===== src/rtl/ov7670_pkg.sv =====
// Shared constants and FSM state type for the OV7670 SCCB configuration block.
package ov7670_pkg;

    localparam logic [15:0] SCCB_ENTRY_END   = 16'hFFFF;
    localparam logic [15:0] SCCB_ENTRY_DELAY = 16'hFFF0;
    localparam logic [7:0]  DEV_ID_DEFAULT   = 8'h42;

    typedef enum logic [2:0] {
        ST_PWRUP,
        ST_FETCH,
        ST_START,
        ST_SEND,
        ST_STOP,
        ST_GAP,
        ST_WAIT,
        ST_DONE
    } sccb_state_t;

endpackage


===== src/rtl/ov7670_reg_rom.sv =====
// Synchronous register table for the OV7670: RGB444 output at QVGA, terminated by END.
module ov7670_reg_rom
    import ov7670_pkg::*;
#(
    parameter int ROM_AW   = 8,
    parameter bit TEST_ROM = 1'b0
) (
    input  logic              clk,
    input  logic [ROM_AW-1:0] addr,
    output logic [15:0]       data
);

    function automatic logic [15:0] camera_entry(input int idx);
        case (idx)
            0:  return 16'h1280;             // COM7 soft reset
            1:  return SCCB_ENTRY_DELAY;     // camera needs ~1 ms after soft reset
            2:  return 16'h1214;
            3:  return 16'h8C02;
            4:  return 16'h0400;
            5:  return 16'h40D0;
            6:  return 16'h3A04;
            7:  return 16'h1418;
            8:  return 16'h4FB3;
            9:  return 16'h50B3;
            10: return 16'h5100;
            11: return 16'h523D;
            12: return 16'h53A7;
            13: return 16'h54E4;
            14: return 16'h589E;
            15: return 16'h3DC0;
            16: return 16'h1101;
            17: return 16'h1716;
            18: return 16'h1804;
            19: return 16'h3224;
            20: return 16'h1902;
            21: return 16'h1A7A;
            22: return 16'h030A;
            23: return 16'h0C04;
            24: return 16'h3E19;
            25: return 16'h703A;
            26: return 16'h7135;
            27: return 16'h7211;
            28: return 16'h73F1;
            29: return 16'hA202;
            default: return SCCB_ENTRY_END;
        endcase
    endfunction

    function automatic logic [15:0] test_entry(input int idx);
        case (idx)
            0: return 16'h1280;
            1: return SCCB_ENTRY_DELAY;
            2: return 16'h40D0;
            default: return SCCB_ENTRY_END;
        endcase
    endfunction

    always_ff @(posedge clk) begin
        data <= TEST_ROM ? test_entry(int'(addr)) : camera_entry(int'(addr));
    end

endmodule


===== src/rtl/ov7670_sccb_config.sv =====
// Powers up the OV7670 and writes its register table over SCCB (ID, register, value per write).
// state | meaning
// PWRUP | post-reset wait, cam_reset_n released halfway through
// FETCH | two-cycle synchronous table read and decode
// START | SIOD low while SIOC high, two quarters
// SEND  | 27 bits: ID, reg, val, each followed by a released don't-care bit
// STOP  | SIOD low with SIOC low, then SIOC high, then SIOD released
// GAP   | four idle bit times before the next entry
// WAIT  | table-requested delay with the bus released
// DONE  | table exhausted, waiting for resend
module ov7670_sccb_config
    import ov7670_pkg::*;
#(
    parameter int          DIV_QTR      = 125,
    parameter int          PWRUP_CYCLES = 1_000_000,
    parameter int          DELAY_CYCLES = 50_000,
    parameter logic [7:0]  DEV_ID       = DEV_ID_DEFAULT,
    parameter int          ROM_AW       = 8,
    parameter bit          TEST_ROM     = 1'b0
) (
    input  logic              clk,
    input  logic              rst_n,
    input  logic              resend,
    output logic              sioc,
    output logic              siod_o,
    output logic              siod_t,
    output logic              cam_reset_n,
    output logic              cam_pwdn,
    output logic              busy,
    output logic              config_done,
    output logic [ROM_AW-1:0] reg_index
);

    localparam int TMAX = (PWRUP_CYCLES > DELAY_CYCLES) ? PWRUP_CYCLES : DELAY_CYCLES;
    localparam int TW   = $clog2(TMAX + 1);
    localparam int QW   = $clog2(DIV_QTR + 1);

    localparam logic [TW-1:0]     PWRUP_LOAD = TW'(PWRUP_CYCLES - 1);
    localparam logic [TW-1:0]     RSTN_RISE  = TW'(PWRUP_CYCLES - PWRUP_CYCLES / 2);
    localparam logic [TW-1:0]     DELAY_LOAD = TW'(DELAY_CYCLES - 1);
    localparam logic [QW-1:0]     QTR_LOAD   = QW'(DIV_QTR - 1);
    localparam logic [ROM_AW-1:0] IDX_LAST   = '1;

    sccb_state_t  state;
    logic [TW-1:0] timer;
    logic [QW-1:0] qcnt;
    logic [3:0]    qidx;
    logic          fetch_ph;
    logic [3:0]    bit_cnt;
    logic [1:0]    phase;
    logic [23:0]   shreg;
    logic [15:0]   rom_data;
    logic          qtick;

    assign qtick    = (qcnt == '0);
    assign cam_pwdn = 1'b0;

    ov7670_reg_rom #(
        .ROM_AW   (ROM_AW),
        .TEST_ROM (TEST_ROM)
    ) u_rom (
        .clk  (clk),
        .addr (reg_index),
        .data (rom_data)
    );

    always_ff @(posedge clk or negedge rst_n) begin
        if (!rst_n) begin
            state       <= ST_PWRUP;
            timer       <= PWRUP_LOAD;
            qcnt        <= QTR_LOAD;
            qidx        <= '0;
            fetch_ph    <= 1'b0;
            bit_cnt     <= '0;
            phase       <= '0;
            shreg       <= '0;
            sioc        <= 1'b1;
            siod_o      <= 1'b1;
            siod_t      <= 1'b1;
            cam_reset_n <= 1'b0;
            busy        <= 1'b1;
            config_done <= 1'b0;
            reg_index   <= '0;
        end else begin
            case (state)
                ST_PWRUP: begin
                    if (timer <= RSTN_RISE) cam_reset_n <= 1'b1;
                    if (timer == '0) begin
                        state     <= ST_FETCH;
                        reg_index <= '0;
                        fetch_ph  <= 1'b0;
                    end else begin
                        timer <= timer - TW'(1);
                    end
                end
                ST_FETCH: begin
                    fetch_ph <= ~fetch_ph;
                    if (fetch_ph) begin
                        if (rom_data == SCCB_ENTRY_END) begin
                            state       <= ST_DONE;
                            busy        <= 1'b0;
                            config_done <= 1'b1;
                        end else if (rom_data == SCCB_ENTRY_DELAY) begin
                            if (reg_index == IDX_LAST) begin
                                state       <= ST_DONE;
                                busy        <= 1'b0;
                                config_done <= 1'b1;
                            end else begin
                                reg_index <= reg_index + ROM_AW'(1);
                                timer     <= DELAY_LOAD;
                                state     <= ST_WAIT;
                            end
                        end else begin
                            state  <= ST_START;
                            shreg  <= {DEV_ID, rom_data};
                            siod_t <= 1'b0;
                            siod_o <= 1'b0;
                            qcnt   <= QTR_LOAD;
                            qidx   <= '0;
                        end
                    end
                end
                ST_START: begin
                    if (qtick) begin
                        qcnt <= QTR_LOAD;
                        if (qidx == 4'd1) begin
                            state   <= ST_SEND;
                            qidx    <= '0;
                            bit_cnt <= '0;
                            phase   <= '0;
                            sioc    <= 1'b0;
                            siod_o  <= shreg[23];
                            shreg   <= {shreg[22:0], 1'b0};
                        end else begin
                            qidx <= qidx + 4'd1;
                        end
                    end else begin
                        qcnt <= qcnt - QW'(1);
                    end
                end
                ST_SEND: begin
                    if (qtick) begin
                        qcnt <= QTR_LOAD;
                        qidx <= qidx + 4'd1;
                        if (qidx == 4'd1) sioc <= 1'b1;
                        // end of a bit: SIOC falls and the next bit goes out on the same edge
                        if (qidx == 4'd3) begin
                            qidx <= '0;
                            sioc <= 1'b0;
                            if (bit_cnt == 4'd8) begin
                                if (phase == 2'd2) begin
                                    state  <= ST_STOP;
                                    siod_t <= 1'b0;
                                    siod_o <= 1'b0;
                                end else begin
                                    phase   <= phase + 2'd1;
                                    bit_cnt <= '0;
                                    siod_t  <= 1'b0;
                                    siod_o  <= shreg[23];
                                    shreg   <= {shreg[22:0], 1'b0};
                                end
                            end else if (bit_cnt == 4'd7) begin
                                bit_cnt <= 4'd8;
                                siod_t  <= 1'b1;
                            end else begin
                                bit_cnt <= bit_cnt + 4'd1;
                                siod_o  <= shreg[23];
                                shreg   <= {shreg[22:0], 1'b0};
                            end
                        end
                    end else begin
                        qcnt <= qcnt - QW'(1);
                    end
                end
                ST_STOP: begin
                    if (qtick) begin
                        qcnt <= QTR_LOAD;
                        if (qidx == 4'd0) begin
                            sioc <= 1'b1;
                            qidx <= 4'd1;
                        end else begin
                            siod_t <= 1'b1;
                            siod_o <= 1'b1;
                            qidx   <= '0;
                            state  <= ST_GAP;
                        end
                    end else begin
                        qcnt <= qcnt - QW'(1);
                    end
                end
                ST_GAP: begin
                    if (qtick) begin
                        qcnt <= QTR_LOAD;
                        if (qidx == 4'd15) begin
                            qidx <= '0;
                            // running off the end of the table counts as END
                            if (reg_index == IDX_LAST) begin
                                state       <= ST_DONE;
                                busy        <= 1'b0;
                                config_done <= 1'b1;
                            end else begin
                                reg_index <= reg_index + ROM_AW'(1);
                                fetch_ph  <= 1'b0;
                                state     <= ST_FETCH;
                            end
                        end else begin
                            qidx <= qidx + 4'd1;
                        end
                    end else begin
                        qcnt <= qcnt - QW'(1);
                    end
                end
                ST_WAIT: begin
                    if (timer == '0) begin
                        fetch_ph <= 1'b0;
                        state    <= ST_FETCH;
                    end else begin
                        timer <= timer - TW'(1);
                    end
                end
                ST_DONE: begin
                    if (resend) begin
                        state       <= ST_FETCH;
                        reg_index   <= '0;
                        fetch_ph    <= 1'b0;
                        busy        <= 1'b1;
                        config_done <= 1'b0;
                    end
                end
                default: state <= ST_PWRUP;
            endcase
        end
    end

endmodule


===== config.mk =====
export PLATFORM = sky130hd
export DESIGN_NAME = ov7670_sccb_config
export DESIGN_NICKNAME = d
export VERILOG_FILES = /design/src/rtl/ov7670_pkg.sv /design/src/rtl/ov7670_reg_rom.sv /design/src/rtl/ov7670_sccb_config.sv
export SDC_FILE = /design/constraint.sdc
export NUM_CORES = 1
export LEC_CHECK = 0
export CAP_MARGIN = 30
export CELL_PAD_IN_SITES_DETAIL_PLACEMENT = 0
export CELL_PAD_IN_SITES_GLOBAL_PLACEMENT = 1
export CORE_AREA = 10 10 141 143
export CTS_CLUSTER_DIAMETER = 80
export CTS_CLUSTER_SIZE = 25
export DETAILED_ROUTE_END_ITERATION = 8
export DIE_AREA = 0 0 151 153
export PLACE_DENSITY_LB_ADDON = 0.1
export SLEW_MARGIN = 10
export SYNTH_ARGS = -nofsm -noshare
export SYNTH_HDL_FRONTEND = slang
export SYNTH_SLANG_ARGS = --single-unit

===== constraint.sdc =====
create_clock -name clk -period 2.2 [get_ports clk]
set_input_delay 0.33 -clock clk [delete_from_list [all_inputs] [get_ports clk]]
set_output_delay 0.33 -clock clk [all_outputs]
set_load 0.005 [all_outputs]

== After elaboration in Yosys (flattened, before gate mapping) ==
Memories as Yosys holds them, arrays and structs flattened. A register that Yosys moved wholly into a read port is not among the register bits.
Index checks and enable logic that the tools add are counted.

* Add/sub/neg operators: 6
* Bitwise logic cells: 1
* Eq/ne operators: 43
* Reduce and logical (&&, ||, !) cells: 33
* Magnitude comparators: 1
* Mux-type cells: 123

{| class="wikitable"
|+ Operators with widths
! cell !! number
|-
| $mux W24 || 10
|-
| $mux W20 || 5
|-
| $pmux W24 S3 || 1
|-
| $mux W4 || 17
|-
| $mux W8 || 8
|-
| $mux W3 || 16
|-
| $mux W1 || 43
|-
| $ne A2 B2 Y1 const B || 21
|-
| $pmux W20 S2 || 1
|-
| $eq A16 B16 Y1 const B || 2
|-
| $pmux W8 S4 || 1
|-
| $mux W7 || 4
|-
| $reduce_and A6 Y1 || 4
|-
| $pmux W3 S7 || 1
|-
| $le A20 B19 Y1 const B || 1
|-
| $logic_not A20 Y1 || 1
|-
| $pmux W4 S5 || 1
|-
| $sub A20 B1 Y20 const B || 1
|-
| $reduce_and A8 Y1 || 2
|-
| $ne A3 B3 Y1 const B || 5
|-
| $pmux W7 S2 || 1
|-
| $reduce_and A7 Y1 || 2
|-
| $reduce_and A13 Y1 || 1
|-
| $eq A3 B3 Y1 const B || 4
|-
| other kinds (34) || 54
|}

* Word-level logic and storage cells: 223
* Bits of input ports: 3
* Output and inout bits: 15
* ROM bits: 512
* Flip-flop bits (word level): 79
* Memories kept: 1

{| class="wikitable"
|+ Memories
! name !! depth !! bits a word !! rd ports !! clocked after Yosys merged registers in !! write ports !! line !! text
|-
| (no name shown) || 32 || 16 || 1 || 1 || 0 || ov7670_reg_rom.sv:14 || <nowiki>case (idx)</nowiki>
|}

== Longest topological paths before layout ==
Gate-level depths: netlist of run 1.

* Depth in word-level cells: 6
* Mapped depth: 9
* Depth with buffers taken out: 7

== By module ==
A second synthesis of run 1 with hierarchy kept.

* Cell total of the unflattened synthesis: 676
* Area, all modules: 5889.4 µm²

{| class="wikitable"
|+ By module, submodules not included
! module !! seq. area each (µm²) !! times used !! area each (µm²) !! cells each
|-
| ov7670_sccb_config || 2003.2 || 1 || 4608.2 || 523
|-
| ov7670_reg_rom || 320.3 || 1 || 1281.2 || 153
|}

== Least setup slack after synthesis of run 1 ==
OpenSTA, ideal clock, no wires.

* Path type: reg-to-reg
* From: register reg_index[1]
* To: register reg_index[2]
* Slack: -0.086 ns
* Period minus slack after synthesis: 2.286 ns
* Cell stages (with the launch flop): 8
* Path buffers: 1
* Library setup time: 0.125 ns
* Arrival: 2.161 ns
* Data required time: 2.075 ns
* Path through: dfrtp_1 > ha_1 > nand3_1 > or2_2 > clkbuf_1 > o221ai_2 > or3_4 > mux2_4

* Word-level cells in the longest chain between the ends: 6
* Elaborated cells between the ends (all ways): 9
* Classes of those cells: add/sub: 1; eq/ne: 1; mux: 7

{| class="wikitable"
|+ RTL lines
! element !! line !! text
|-
| from (decl) || ov7670_sccb_config.sv:31 || <nowiki>output logic [ROM_AW-1:0] reg_index</nowiki>
|-
| from (signal assigned) || ov7670_sccb_config.sv:109 || <nowiki>reg_index <= reg_index + ROM_AW'(1);</nowiki>
|-
| from (signal assigned) || ov7670_sccb_config.sv:202 || <nowiki>reg_index <= reg_index + ROM_AW'(1);</nowiki>
|-
| $add A8 B1 Y8 or $eq A8 B8 Y1 (tied branches) || -- ||
|-
| $mux W8 * || ov7670_sccb_config.sv:104, ov7670_sccb_config.sv:197 ||
|-
| $mux W8 || ov7670_sccb_config.sv:103 || <nowiki>end else if (rom_data == SCCB_ENTRY_DELAY) begin</nowiki>
|-
| $mux W8 || ov7670_sccb_config.sv:99 || <nowiki>if (rom_data == SCCB_ENTRY_END) begin</nowiki>
|-
| $mux W8 || ov7670_sccb_config.sv:98 || <nowiki>if (fetch_ph) begin</nowiki>
|-
| $pmux W8 S4 * || ov7670_sccb_config.sv:85 || <nowiki>case (state)</nowiki>
|}

Mark *: on every way between the ends. The rest lies on a longest branch, timed or not. The select of a mux whose other input is x is not followed.
A chain may end at the register's enable or synchronous reset.

== Final worst setup path of run 1 ==
* From: register timer[0]
* To: register timer[18]

* Word-level cells in the longest chain between the ends: 3
* Elaborated cells between the ends (all ways): 6
* Classes of those cells: add/sub: 1; eq/ne: 1; mux: 2; reduce/logical: 2

{| class="wikitable"
|+ RTL lines
! element !! line !! text
|-
| from (decl) || ov7670_sccb_config.sv:45 || <nowiki>logic [TW-1:0] timer;</nowiki>
|-
| from (signal assigned) || ov7670_sccb_config.sv:93 || <nowiki>timer <= timer - TW'(1);</nowiki>
|-
| from (signal assigned) || ov7670_sccb_config.sv:218 || <nowiki>timer <= timer - TW'(1);</nowiki>
|-
| $sub A20 B1 Y20 or $logic_not A20 Y1 (tied branches) || -- ||
|-
| $mux W20 or $ne A2 B2 Y1 (tied branches) || -- ||
|-
| $pmux W20 S2 or $reduce_and A6 Y1 (tied branches) || -- ||
|}

Parallel ways exist; a longest one is shown, timed or not. The select of a mux whose other input is x is not followed.

==> results of run 1 <==
[logic make-up after synthesis]
group	Yosys count
AOI/OAI and AO/OA	162
xor gates and xnor gates	7
adders and majority gates	20
buffers and inverters	69
DFF	95
muxes	42
other	1
and+or+nand+nor	262
[power groups by stage]
stage,clock (mW),sequential (mW),combinational [mW]
2_1_floorplan,0,1.78,0.00277
3_3_place_gp,0,1.78,0.0409
3_5_place_dp,0,1.78,0.0419
4_1_cts,1.69,1.74,0.0433
5_1_grt,1.74,1.74,0.0469
6_report,1.62,1.74,0.0403
[sequential cells by signal, summed over array words and instances, names as in the netlist]
name / count
shreg: 24
phase: 2
timer: 20
bit_cnt: 4
siod_o: 1
qidx: 4
u_rom.data: 16
state: 3
cam_reset_n: 1
qcnt: 7
config_done: 1
busy: 1
siod_t: 1
sioc: 1
fetch_ph: 1
reg_index: 8
[cells in the mapped netlist (all sizes together), types with 4 or more instances]
library cell	number	area share, %
a31oi	10	1.1
nor2b	5	0.54
nand2	100	6.4
inv	31	2.0
xor2	6	0.90
mux2i	20	3.4
nand3	17	1.5
nor4	8	1.4
nand3b	4	0.51
dfxtp	16	5.5
o22ai	5	0.54
dfrtp	58	25
o211ai	7	0.90
a21oi	38	3.3
clkbuf	26	1.7
dfstp	21	9.4
nand2b	11	1.2
o21ai	37	3.3
o41ai	6	0.90
buf	11	1.1
ha	20	4.3
or4	7	0.96
nand4	15	1.9
or3	13	1.5
or3b	5	0.75
mux2	19	3.8
a21o	4	0.51
nor3	19	1.6
o31ai	17	2.2
nor2	39	2.5
and2	5	0.58
[layer usage]
| layer | wire length [µm] | track usage [%] |
|---|---|---|
| met1 | 7800 | 19.3 |
| met3 | 491 | 1.86 |
| met4 | 268 | 5.00 |
| met2 | 7760 | 22.3 |
| met5 | 0 | 0 |
[how the worst max path moves through the flow]
stage,start,to,slack (ns),cells after the start
after global routing,qidx[1],bit_cnt[3],-0.05,8
after CTS,qcnt[0],reg_index[2],0.006,7
final,timer[0],timer[18],0.04,8
after global placement,resend,reg_index[2],-0.08,6
after detailed placement,qidx[0],shreg[16],-0.10,6
after floorplan,reg_index[1],reg_index[2],-0.04,7
[what timing repair did]
action / CTS / global route
gates resized for setup: 3 / 40
hold endpoints to repair: 27 / 0
setup endpoints to repair: 26 / 51
setup buffers: 1 / 6
gates cloned: 1 / 1
hold buffers: 1 / 0
pin swaps: 2 / 12
[placed cells by master, fill, tap and decap left out, drive strengths merged, types with 4 or more instances in the layout]
master	netlist	final
or3	13	13
nand3	17	17
a31oi	10	10
and2	5	5
mux2i	20	20
nand2	100	100
ha	20	20
nor3	19	19
dfrtp	58	58
dfxtp	16	16
inv	31	35
o211ai	7	7
o41ai	6	6
o31ai	17	17
clkbuf	26	9
clkdlybuf4s50	0	15
xor2	6	6
nor2b	5	5
mux2	19	19
a21oi	38	38
a21o	4	4
nand2b	11	11
nand4	15	17
or3b	5	5
buf	11	100
nand3b	4	4
o22ai	5	5
nor4	8	8
o21ai	37	37
or4	7	7
dfstp	21	21
nor2	39	39
[worst max-delay path, stage by stage (launching register included)]
cell and delay, ns:
dfstp_2 0.37, inv_2 0.07, ha_4 0.13, or3b_4 0.39, nor3_4 0.22, o2111ai_2 0.15
buf_6 0.16, or4_1 0.46, a21oi_1 0.15
[metrics by stage]
stage	utilization [%]	hold WS (ns)	TNS, ns	power [mW]
after floorplan	-	0.0344	-0.0446	1.78
after global placement	40.2	0.288	-0.432	1.82
after detailed placement	40.2	0.285	-1.88	1.82
after CTS	42.3	0.454	0	3.47
after global routing	43.6	0.478	-0.360	3.53
final	43.6	0.447	0	3.41
[final cells by class]
class / count / share of cell area, %
multi-input combinational: 496 / 46.5
timing repair buffer: 116 / 12.7
clock inverter: 7 / 1.04
inverter: 32 / 1.62
clock buffer: 9 / 3.03
tap: 225 / 3.79
sequential: 95 / 31.3
==> flow_metrics.tcl, run 1 <==
set metrics [dict create \
    drv_slew 0 \
    synth.cell_area_um2 5840 \
    place_hpwl_mm 11.7 \
    placed_area_um2 6850 \
    synthSimpleGateAreaFrac_pct 23.1 \
    drt_iter0_drc 354 \
    cts_tree "done" \
    nets 773 \
    initial_utilization_pct 34.3 \
    routed_wl_mm 16.3 \
    max_freq_mhz 463 \
    synth_flop_cell "dfrtp_1" \
    drc 0 \
    pwr-share-comb_pct 1.2 \
    p_per_area_nw_per_um2 458 \
    yosysUniqueCellTypes 77 \
    crit_fanout 7 \
    cts-buffers-inserted 9 \
    synthMuxAreaShare_pct 8.37 \
    p_sw_mw 0.757 \
    rows 48 \
    htree_levels 3 \
    dieHeight_um 153 \
    multi_input_area_um2 3450 \
    r2r-start "timer[0]" \
    place_congestion 0.834 \
    fin_cells 980 \
    synth_compound_gate_area_share_pct 18.5 \
    rsz0062_at_grt "yes" \
    fin_crit_ns 2.16 \
    syn_avg_cell_area_um2 8.88 \
    gr-total-overflow 0 \
    syn_inst 658 \
    clkLatencyLatePin_ns 0.35 \
    grt.total_usage_pct 14.2 \
    synth_top_family_by_area "simple AND/OR/NAND/NOR gates" \
    synth_warnings 0 \
    dr.pass1.iters 5 \
    clkPwrFrac_pct 47.7 \
    drive_gt1_share_pct 28.3 \
    dp_slack_ns -0.101 \
    r2r_cells 8 \
    cts_root_buf "clkbuf_16" \
    async_flop_share_pct 83.2 \
    dieArea_um2 23100 \
    swShare_pct 22.2 \
    finalSetupViolations 0 \
    diodes 0 \
    grt_max_degree 53 \
    ff2ff_setup_slack_ns 0.04 \
    fin_crit_sh_pct 98.1 \
    hold_class "in -> async" \
    synthAdderAreaFrac_pct 4.28 \
    synth_edf_count 0 \
    placedCellCount 954 \
    seq_area_frac_synth_pct 39.8 \
    design_area_um2 7430 \
    synth_nets 681 \
    cp-start-kind "register" \
    die_w_um 151 \
    outcome "finished, final reports clean" \
    clk_pin_slew_worst_paths_ns 0.07 \
    ioPinCount 18 \
    cts_max_path_buffers 2 \
    seqCellArea_um2 2330 \
    irDropWorstVdd_mv 0.374 \
    p_leak_nw 3.32 \
    area_delta_synth_final_pct 27.2 \
    finalWorstSetupSlack_ns 0.0410 \
    clkSinkCount 95 \
    grt_pass1_wl_mm 27.0 \
    internal-power_mw 2.65 \
    drtAntennaViolNets 0 \
    worstMarginPinSlew_ns 0.537 \
    vias 5295 \
    vias_per_cell 5.40 \
    synth-seq-cells 95 \
    clock_skew_ns 0.00926 \
    io_buffers 16 \
    core_area_um2 17100 \
    synth_xor_area_share_pct 1.05 \
    antenna_found_initial 0 \
    critPathKind "reg -> reg" \
    end_kind "register" \
    seq_power_share_pct 51.2 \
    final.fill_count 1709 \
    hold_viol 0 \
    rr_endpoint "timer[18]" \
    slew_headroom_pct 64.1 \
    required_ns 2.48 \
    crit_arrival_ns 2.44 \
    grt_pass1_vias 5100 \
    wl_per_cell_um 16.7 \
    timing.max_cap.violations 0 \
]
(Power assumes the default switching activity.)
==> run 2: changes to the inputs <==
RECOVER_POWER = 100   (was unset)
clock period = 1.7 ns   (was 2.2 ns; I/O delays follow)
==> run 2 against run 1 <==
  * The flow now finishes with violations (setup timing)
  * Critical path type unchanged
  * Critical path depth down 2
  * Clock power up 23%
  * Largest cell class unchanged
  * Power up 27%
  * Final area up 30%
  * Core utilization up 13 points
  * First-iteration DRC count down 23%
  * Non-clock buffer count up 163
  * Sequential power up 30%
==> flow_metrics.tcl, run 2 (synthesized netlist as in run 1, its figures left out) <==
set metrics [dict create \
    outcome "finished, violations left" \
    violations "setup timing" \
    diodes 0 \
    clkLatencyLatePin_ns 0.36 \
    initial_utilization_pct 34.3 \
    drc 0 \
    clkSinkCount 95 \
    cts_max_path_buffers 2 \
    ff2ff_setup_slack_ns -0.49 \
    regMostFlops "shreg" \
    drt_iter0_drc 271 \
    worstMarginPinSlew_ns 1.13 \
    rows 48 \
    vias 5948 \
    drv_slew 0 \
    slew_headroom_pct 24.8 \
    fin_tns_setup_ns -26.26 \
    htree_levels 3 \
    cts_tree "done" \
    r2r-start "timer[2]" \
    routed_wl_mm 19.2 \
    end_kind "register" \
    cts-buffers-inserted 9 \
    irDropWorstVdd_mv 0.552 \
    gr-total-overflow 0 \
    required_ns 1.94 \
    place_hpwl_mm 12.9 \
    design_area_um2 9700 \
    die_w_um 151 \
    rsz0062_at_grt "yes" \
    p_per_area_nw_per_um2 444 \
    cp-endpoint "reg_index[2]" \
    antenna_found_initial 0 \
    nets 934 \
    crit_slowest_cell "or3_4" \
    p_leak_nw 4.43 \
    cp-start-kind "register" \
    dieHeight_um 153 \
    dr.pass1.iters 5 \
    drtAntennaViolNets 0 \
    io_buffers 16 \
    grt_util_met3_pct 3.10 \
    grt_pass1_vias 5959 \
    gr-max-usage-layer "met2" \
    grtUsageMet1_pct 19.5 \
    critPathKind "reg -> reg" \
    placed_area_um2 8060 \
    fin_crit_ns 2.19 \
    clock_skew_ns 0.00992 \
    grt.total_usage_pct 15.8 \
    setup.worst_path.start "timer[2]" \
    crit_arrival_ns 2.43 \
    max_stage_delay_ns 0.40 \
    core_area_um2 17100 \
    vias_per_cell 5.21 \
    ioPinCount 18 \
    hold_class "reg -> reg" \
    final_cell_mix "buf_4, nand2_1, dfrtp_1, buf_6, nor2_1" \
    crit_cells 6 \
    power_mw 4.31 \
    grt_max_degree 42 \
    path_delay_family "simple AND/OR/NAND/NOR gates" \
    area_delta_synth_final_pct 66.0 \
    finalSetupViolations 84 \
    crit_path_cell_trace "nor4_4 > nand4b_1 > buf_4 > o21a_1 > or3_4 > mux2_4" \
    max_freq_mhz 457 \
    wl_per_cell_um 16.8 \
    r2r_cells 6 \
    reg.largest.list "shreg: 24 flops, timer: 20 flops, u_rom.data: 16 flops" \
    drive_gt1_share_pct 51.2 \
    timing.max_cap.violations 0 \
    final_common_cell "buf_4" \
    finalWorstSetupSlack_ns -0.490 \
    place_congestion 0.875 \
    grt_pass1_wl_mm 29.8 \
    worst-path-buf-inv 1 \
    hold_viol 0 \
    rr_endpoint "reg_index[2]" \
    fin_crit_sh_pct 129 \
    final.fill_count 1515 \
    dieArea_um2 23100 \
    crit_fanout 3 \
    clk_pin_slew_worst_paths_ns 0.07 \
    largest_register_ffs 24 \
    cts_root_buf "clkbuf_16" \
    met2_usage_pct 26.9 \
]
## run 2: cell types whose count changed in the layout (fill, tap and decap cells not counted), sizes merged, moves of 2 or more
cell	previous run	this run
buf	100	252
bufbuf	0	2
clkbuf	9	19
clkdlybuf4s50	15	8
dlygate4sd2	0	3
dlygate4sd3	1	3
nand4	17	15
## run 2: final cells by class
class	count	area, µm²	share of cell area [%]
Clock buffer	10	229	2.36
Clock inverter	6	60.1	0.619
Inverter	32	134	1.38
Multi-Input combinational cell	494	4250	43.8
Sequential cell	95	2330	24.1
Tap cell	225	282	2.90
Timing Repair Buffer	279	2420	24.9
## run 2: through the flow
| stage | setup slack, ns | utilization, % | hold slack, ns | cells |
|---|---|---|---|---|
| floorplan | -0.456 | - | -0.0406 | 658 |
| global placement | -0.504 | 47.3 | 0.152 | 1075 |
| detailed placement | -0.559 | 47.3 | 0.157 | 1075 |
| CTS | -0.442 | 51.9 | 0.316 | 1115 |
| global route | -0.553 | 56.9 | 0.497 | 1141 |
| finish | -0.490 | 56.9 | 0.471 | 1141 |
## run 2: layer usage
metal | part of all wire (%) | vias to the layer above
li1 | - | 2910
met1 | 44 | 2911
met2 | 51 | 109
met3 | 3.6 | 18
met4 | 1.4 | 0
met5 | 0 | -
## run 2: report_power, final
group	switching (mW)	internal (mW)	leakage [nW]
clock	0.970	1.03	0.141
sequential	0	2.26	1.09
combinational	0.0425	0.0126	3.20
## run 2: worst register-to-register path: cells and delay by family, from the launching register on
family	cells	cell delay, ns
AO/OA/AOI/OAI	1	0.20
buffers and inverters	1	0.21
flip-flops	1	0.39
multiplexers	1	0.31
AND/OR/NAND/NOR	3	0.97
## run 2: what timing repair did
action	CTS	global route
pin swaps	26	49
buffers inserted	21	32
gates cloned	2	2
setup endpoints to repair	90	91
resized for setup	61	158
endpoints found under the hold margin	9	0
hold buffers	1	0
## run 2: worst min-delay path by stage
stage | from | end | slack [ns] | cells past startpoint
2_1_floorplan | rst_n | bit_cnt[0] | -0.04 | 0
6_report | cam_reset_n | cam_reset_n | 0.47 | 1
5_1_grt | siod_o | siod_o | 0.50 | 2
3_3_place_gp | rst_n | timer[13] | 0.15 | 1
4_1_cts | rst_n | timer[13] | 0.32 | 2
3_5_place_dp | rst_n | timer[13] | 0.16 | 1
